<file path="config.mk">
export PLATFORM = sky130hd
export DESIGN_NAME = fast_corner_fifo
export DESIGN_NICKNAME = d
export VERILOG_FILES = /design/src/rtl/fast_pkg.sv /design/src/rtl/fast_sync_fifo.sv /design/src/rtl/fast_corner_fifo.sv
export SDC_FILE = /design/constraint.sdc
export NUM_CORES = 2
export LEC_CHECK = 0
export BUFFER_PORTS_ARGS = -buffer_cell sky130_fd_sc_hd__buf_2
export CAP_MARGIN = 20
export CORE_MARGIN = 8
export CORE_UTILIZATION = 55
export CTS_BUF_LIST = sky130_fd_sc_hd__clkbuf_16
export DETAILED_ROUTE_END_ITERATION = 8
export GPL_TIMING_DRIVEN = 0
export HOLD_SLACK_MARGIN = 0.05
export MAX_ROUTING_LAYER = met4
export PLACE_DENSITY = 0.76
export SLEW_MARGIN = 10
export SYNTH_ARGS = -nofsm -noshare
export SYNTH_HDL_FRONTEND = slang
export SYNTH_SLANG_ARGS = --single-unit
</file>
<file path="constraint.sdc">
create_clock -name clk -period 19.3 [get_ports clk]
set_input_delay 2.895 -clock clk [delete_from_list [all_inputs] [get_ports clk]]
set_output_delay 2.895 -clock clk [all_outputs]
set_load 0.02 [all_outputs]
</file>
<file path="src/rtl/fast_pkg.sv">
// Shared widths, entry field layout and FSM encoding for the FAST corner FIFO.
package fast_pkg;

  localparam int COORD_W = 10;
  localparam int SCORE_W = 13;
  localparam int ENTRY_W = 34;

  localparam int EOF_BIT = 33;
  localparam int X_LSB   = 23;
  localparam int Y_LSB   = 13;
  localparam int S_LSB   = 0;

  typedef enum logic {
    S_RUN = 1'b0,
    S_EOF = 1'b1
  } fsm_state_t;

  function automatic logic [ENTRY_W-1:0] pack_entry(
    input logic               eof,
    input logic [COORD_W-1:0] x,
    input logic [COORD_W-1:0] y,
    input logic [SCORE_W-1:0] s
  );
    return {eof, x, y, s};
  endfunction

endpackage

</file>
<file path="src/rtl/fast_sync_fifo.sv">
// Synchronous FIFO with show-ahead output; pointers carry one wrap bit so full/empty
// are told apart by the MSB compare.
module fast_sync_fifo #(
  parameter int WIDTH = 34,
  parameter int DEPTH = 64
) (
  input  logic                     clk,
  input  logic                     rst,
  input  logic                     wr_en,
  input  logic [WIDTH-1:0]         wr_data,
  input  logic                     rd_en,
  output logic [WIDTH-1:0]         rd_data,
  output logic [$clog2(DEPTH):0]   count,
  output logic [$clog2(DEPTH):0]   free
);

  localparam int AW = $clog2(DEPTH);
  localparam int PW = AW + 1;

  logic [WIDTH-1:0] mem [DEPTH];
  logic [AW:0]      wr_ptr;
  logic [AW:0]      rd_ptr;
  logic             empty;
  logic             full;
  logic             rd_fire;
  logic             wr_fire;

  assign empty   = (wr_ptr == rd_ptr);
  assign full    = (wr_ptr[AW] != rd_ptr[AW]) && (wr_ptr[AW-1:0] == rd_ptr[AW-1:0]);
  assign rd_fire = rd_en && !empty;
  // A write into a full FIFO is legal when the same cycle frees the head slot.
  assign wr_fire = wr_en && (!full || rd_fire);
  assign count   = wr_ptr - rd_ptr;
  assign free    = PW'(DEPTH) - count;
  assign rd_data = empty ? '0 : mem[rd_ptr[AW-1:0]];

  always_ff @(posedge clk or negedge rst) begin
    if (!rst) begin
      wr_ptr <= '0;
      rd_ptr <= '0;
    end else begin
      if (wr_fire) wr_ptr <= wr_ptr + PW'(1);
      if (rd_fire) rd_ptr <= rd_ptr + PW'(1);
    end
  end

  always_ff @(posedge clk) begin
    if (wr_fire) mem[wr_ptr[AW-1:0]] <= wr_data;
  end

endmodule

</file>
<file path="src/rtl/fast_corner_fifo.sv">
// Buffers detected FAST corners and appends one end-of-frame marker per frame.
// Define FAST_CORNER_DROP_CNT_EN to add the saturating drop_cnt output.
module fast_corner_fifo
  import fast_pkg::*;
#(
  parameter int COL_NUM     = 640,
  parameter int ROW_NUM     = 480,
  parameter int FIFO_DEPTH  = 64,
  parameter int MAX_CORNERS = 1023
) (
  input  logic               clk,
  input  logic               rst,
  input  logic               ce,
  input  logic               iscorner,
  input  logic [COORD_W-1:0] x_coord,
  input  logic [COORD_W-1:0] y_coord,
  input  logic [SCORE_W-1:0] score,
  output logic               m_valid,
  input  logic               m_ready,
  output logic               m_eof,
  output logic [COORD_W-1:0] m_x,
  output logic [COORD_W-1:0] m_y,
  output logic [SCORE_W-1:0] m_score,
  output logic               overflow
`ifdef FAST_CORNER_DROP_CNT_EN
  ,
  output logic [15:0]        drop_cnt
`endif
);

  localparam int AW = $clog2(FIFO_DEPTH);
  localparam int FW = AW + 2;
  localparam logic [COORD_W-1:0] LAST_X     = COORD_W'(COL_NUM - 1);
  localparam logic [COORD_W-1:0] LAST_Y     = COORD_W'(ROW_NUM - 1);
  localparam logic [SCORE_W-1:0] CORNER_CAP = SCORE_W'(MAX_CORNERS);

  fsm_state_t         state_q;
  fsm_state_t         state_d;
  logic [SCORE_W-1:0] frame_cnt;
  logic [AW:0]        fifo_count;
  logic [AW:0]        fifo_free;
  logic [FW-1:0]      free_eff;
  logic [ENTRY_W-1:0] wr_data;
  logic [ENTRY_W-1:0] rd_data;
  logic               wr_en;
  logic               rd_en;
  logic               corner_req;
  logic               frame_end;
  logic               corner_acc;
  logic               corner_drop;
  logic               eof_wr;

  assign m_valid    = (fifo_count != '0);
  assign rd_en      = m_valid && m_ready;
  // Room is judged after this cycle's read so a full FIFO can still accept.
  assign free_eff   = {1'b0, fifo_free} + {{(AW+1){1'b0}}, rd_en};
  assign corner_req = ce && iscorner;
  assign frame_end  = ce && (x_coord == LAST_X) && (y_coord == LAST_Y);

  assign m_eof   = rd_data[EOF_BIT];
  assign m_x     = rd_data[X_LSB +: COORD_W];
  assign m_y     = rd_data[Y_LSB +: COORD_W];
  assign m_score = rd_data[S_LSB +: SCORE_W];

  fast_sync_fifo #(
    .WIDTH (ENTRY_W),
    .DEPTH (FIFO_DEPTH)
  ) u_fifo (
    .clk     (clk),
    .rst     (rst),
    .wr_en   (wr_en),
    .wr_data (wr_data),
    .rd_en   (rd_en),
    .rd_data (rd_data),
    .count   (fifo_count),
    .free    (fifo_free)
  );

  always_ff @(posedge clk or negedge rst) begin
    if (!rst) state_q <= S_RUN;
    else      state_q <= state_d;
  end

  // Corners keep one slot in reserve so the frame marker always fits.
  always_comb begin
    state_d     = state_q;
    wr_en       = 1'b0;
    wr_data     = '0;
    corner_acc  = 1'b0;
    corner_drop = 1'b0;
    eof_wr      = 1'b0;
    case (state_q)
      S_RUN: begin
        if (corner_req) begin
          if (free_eff >= FW'(2) && frame_cnt < CORNER_CAP) begin
            wr_en      = 1'b1;
            wr_data    = pack_entry(1'b0, x_coord, y_coord, score);
            corner_acc = 1'b1;
          end else begin
            corner_drop = 1'b1;
          end
        end
        if (frame_end) state_d = S_EOF;
      end
      S_EOF: begin
        corner_drop = corner_req;
        if (free_eff >= FW'(1)) begin
          wr_en   = 1'b1;
          wr_data = pack_entry(1'b1, '0, '0, frame_cnt);
          eof_wr  = 1'b1;
          state_d = S_RUN;
        end
      end
      default: state_d = S_RUN;
    endcase
  end

  always_ff @(posedge clk or negedge rst) begin
    if (!rst) begin
      frame_cnt <= '0;
      overflow  <= 1'b0;
    end else begin
      if (eof_wr)          frame_cnt <= '0;
      else if (corner_acc) frame_cnt <= frame_cnt + SCORE_W'(1);
      if (corner_drop)     overflow  <= 1'b1;
    end
  end

`ifdef FAST_CORNER_DROP_CNT_EN
  always_ff @(posedge clk or negedge rst) begin
    if (!rst)                                 drop_cnt <= '0;
    else if (corner_drop && drop_cnt != '1)   drop_cnt <= drop_cnt + 16'd1;
  end
`endif

endmodule

</file>
==> results_dict.tcl <==
set metrics [dict create \
    finalClockSkew_ns 0.0336 \
    cts_sinks 2205 \
    synth.top_cells.by_count "2176 x edfxtp_1, 599 x mux4_2, 112 x mux2i_1" \
    p_per_area_nw_per_um2 145 \
    initial_core_util 0.554 \
    crit_required_ns 16.41 \
    cp_slowest_cell "clkbuf_1" \
    min_period_over_period 0.513 \
    crit_path_end_kind "output port" \
    leakagePower_nw 32.4 \
    cts_buffer_depth 3 \
    avgViaCountPerCell 7.09 \
    worst_slew_margin_rel 0.0765 \
    syn2layout_area_growth_pct 15.5 \
    fin_util 0.640 \
    drc 0 \
    io_buffers 73 \
    nFillCells 9685 \
    synth_fp_nets 3775 \
    rows 144 \
    tritoncts "done" \
    clkTransAtPathRegs_ns 0.07 \
    cp_max_fo 10 \
    r2r-start "u_fifo.rd_ptr[4]$_DFFE_PN0P_" \
    dr.pass1.iters 7 \
    yosys.cell_count.top_type "edfxtp_1" \
    hold_viol_final 0 \
    yosys.area.top_type_share 0.765 \
    yosysSeqAreaShare 0.773 \
    synthArstFlopShare 0.0132 \
    layout_min_cycle_time_ns 9.90 \
    synth_warnings 0 \
    cts_max_level 4 \
    cts_setup_buffers 0 \
    grt_pass1_vias 46300 \
    synth_area_per_cell_um2 22.9 \
    crit_top_cell "clkbuf_1" \
    antenna_found_initial 11 \
    fin_total_pwr_mw 14.3 \
    r2r_slack_ns 11.49 \
    root_buffer "clkbuf_16" \
    ys_types 68 \
    worst_hold_startpoint "overflow$_DFFE_PN0P_" \
    nets 4364 \
    status "complete, no violations" \
    synth_area_leaders "edfxtp_1 76%, mux4_2 16%, mux2i_1 1.3%" \
    critPathMaxStageDelay_ns 0.78 \
    min_path_type "reg2reg" \
    synth_largest_area_cell "edfxtp_1" \
    grt_overflow 0 \
    syn_inst 3725 \
    synth_top_flop_cell "edfxtp_1" \
    clk_latency_ns 0.85 \
    synth-seq-cells 2205 \
    tightest_slew_ns 1.39 \
    grt_pass1_wl_mm 346 \
    cts_buffers 201 \
    drv_cap 0 \
    cts_resized 0 \
    syn_area_um2 85400 \
    detail_route.iter0.violations 8932 \
    groute.usage.overall 0.302 \
    start_kind "flip-flop" \
    worstPathCellList "inv_1 > buf_2 > clkbuf_1 > buf_6 > clkbuf_2 > clkbuf_1 > ha_1 > nand2_1 > nor4_2 > buf_4 > clkbuf_1 > a211oi_1 > buf_2" \
    postCtsHoldBufs 0 \
    critPathArrivalTime_ns 7.00 \
    ff2ff_path_depth 21 \
    dpl.cell_count 6147 \
    stdcell_count 6532 \
    hold_end "overflow$_DFFE_PN0P_" \
    worstSetupPathType "reg2out" \
    worst_hold_slack_ns 0.481 \
    place_area_um2 92200 \
    die_h_um 410 \
    dieArea_um2 168000 \
    timing.rr.end "u_fifo.mem[30][27]$_DFFE_PP_" \
    place_congestion 0.933 \
    ios 74 \
    maxSlewViolCount 0 \
    dieWidth_um 410 \
    routed_wl_mm 251 \
    pre_cts_ws_ns 10.39 \
    vdd_ir_drop_max_uv 158 \
    detailed_place_hpwl_mm 167 \
    grt_max_degree 65 \
    core_area_um2 154000 \
    fmaxAchievable_mhz 101 \
    setup_viol 0 \
    num_vias 46300 \
    wl_per_cell_um 38.4 \
    hold_depth 1 \
    setup_tns_ns 0 \
    rsz0062_at_grt "false" \
    stdcell_area_um2 98700 \
    drtAntennaViolNets 0 \
    fin_ws_ns 9.40 \
    layout-drive-gt1-share 0.328 \
    synth_edf_count 2176 \
]
-- worst max-delay path by stage --
stage                                       startpoint                            to  slack [ns]  cells past startpoint
after global routing      u_fifo.rd_ptr[4]$_DFFE_PN0P_                    m_score[2]        9.48                     13
after CTS                 u_fifo.rd_ptr[4]$_DFFE_PN0P_                         m_eof        9.40                     13
after global placement    u_fifo.rd_ptr[4]$_DFFE_PN0P_  u_fifo.mem[17][31]$_DFFE_PP_        6.70                     16
final                     u_fifo.rd_ptr[4]$_DFFE_PN0P_                    m_score[2]        9.40                     13
after floorplan                                m_ready   u_fifo.mem[37][0]$_DFFE_PP_       12.13                      8
after detailed placement  u_fifo.rd_ptr[4]$_DFFE_PN0P_                         m_eof       10.39                     13
-- routing by layer --
metal	vias to the layer above	GRT usage	share of wire
li1	17200	-	-
met1	23800	0.375	0.33
met2	4352	0.448	0.45
met3	988	0.100	0.15
met4	0	0.158	0.068
met5	-	-	0
-- state kept, by name, summed over array words and instances, names as in the netlist --
| signal | cells |
|---|---|
| frame_cnt | 13 |
| overflow | 1 |
| state_q | 1 |
| u_fifo.mem | 2176 |
| u_fifo.rd_ptr | 7 |
| u_fifo.wr_ptr | 7 |
-- power breakdown --
part,total [mW],internal (mW),switching (mW)
Sequential,5.45,5.40,0.0503
Combinational,4.93,1.86,3.07
Clock,3.91,2.14,1.76
Total,14.3,9.41,4.88
-- final cells by class --
cell class                      count  area (um2)  area share
Clock inverter                    167        1280      0.0130
Timing Repair Buffer              386        3880      0.0393
Inverter                           14        52.6    0.000532
Buffer                            204        1000      0.0101
Tap cell                         2044        2560      0.0259
Sequential cell                  2205       66100       0.669
Multi-Input combinational cell   1302       18700       0.190
Clock buffer                      205        5130      0.0520
Antenna cell                        5        12.5    0.000127
-- worst max-delay path: cells and delay by family, from the launching register on --
| kind | cells | cell delay (ns) |
|---|---|---|
| AO/OA/AOI/OAI | 1 | 0.37 |
| adder cells (fa/ha/maj) | 1 | 0.38 |
| buffers and inverters | 9 | 3.99 |
| flip-flops | 1 | 0.61 |
| AND/OR/NAND/NOR | 2 | 0.76 |
-- cells by family (layout without fill, tap and decap cells) --
logic type               count (synthesis)  in the layout  synth area share
AO/OA/AOI/OAI                          255            255            0.0212
multiplexers                           714            714             0.171
buffers and inverters                  218            976            0.0122
flip-flops                            2205           2205             0.773
XOR/XNOR                                21             21           0.00215
AND/OR/NAND/NOR                        300            300            0.0178
other                                    0              5                 0
adder cells (fa/ha/maj)                 12             12           0.00185
-- cell usage in the layout, fill, tap and decap left out, types with 9 or more instances in the layout --
cell type | Yosys | layout
a211oi_1 | 21 | 21
a21oi_1 | 63 | 63
a22o_2 | 0 | 13
and2_2 | 0 | 15
buf_1 | 21 | 18
buf_12 | 0 | 32
buf_16 | 0 | 10
buf_2 | 56 | 133
buf_4 | 20 | 177
buf_6 | 11 | 86
buf_8 | 0 | 38
bufinv_16 | 0 | 16
clkbuf_1 | 96 | 93
clkbuf_16 | 0 | 205
clkinv_1 | 2 | 46
clkinv_2 | 0 | 36
dfrtp_1 | 29 | 29
edfxtp_1 | 2176 | 2176
ha_1 | 11 | 11
inv_1 | 11 | 60
mux2i_1 | 112 | 112
mux4_2 | 599 | 599
nand2_1 | 97 | 97
nand3_1 | 17 | 17
nor2_1 | 35 | 27
nor2b_1 | 9 | 9
nor3_1 | 66 | 20
nor3_2 | 10 | 46
nor3_4 | 0 | 10
o211ai_1 | 13 | 13
o21ai_0 | 28 | 28
o221ai_1 | 51 | 51
o22ai_1 | 34 | 34
xnor2_1 | 16 | 16
(Power assumes the default switching activity.)
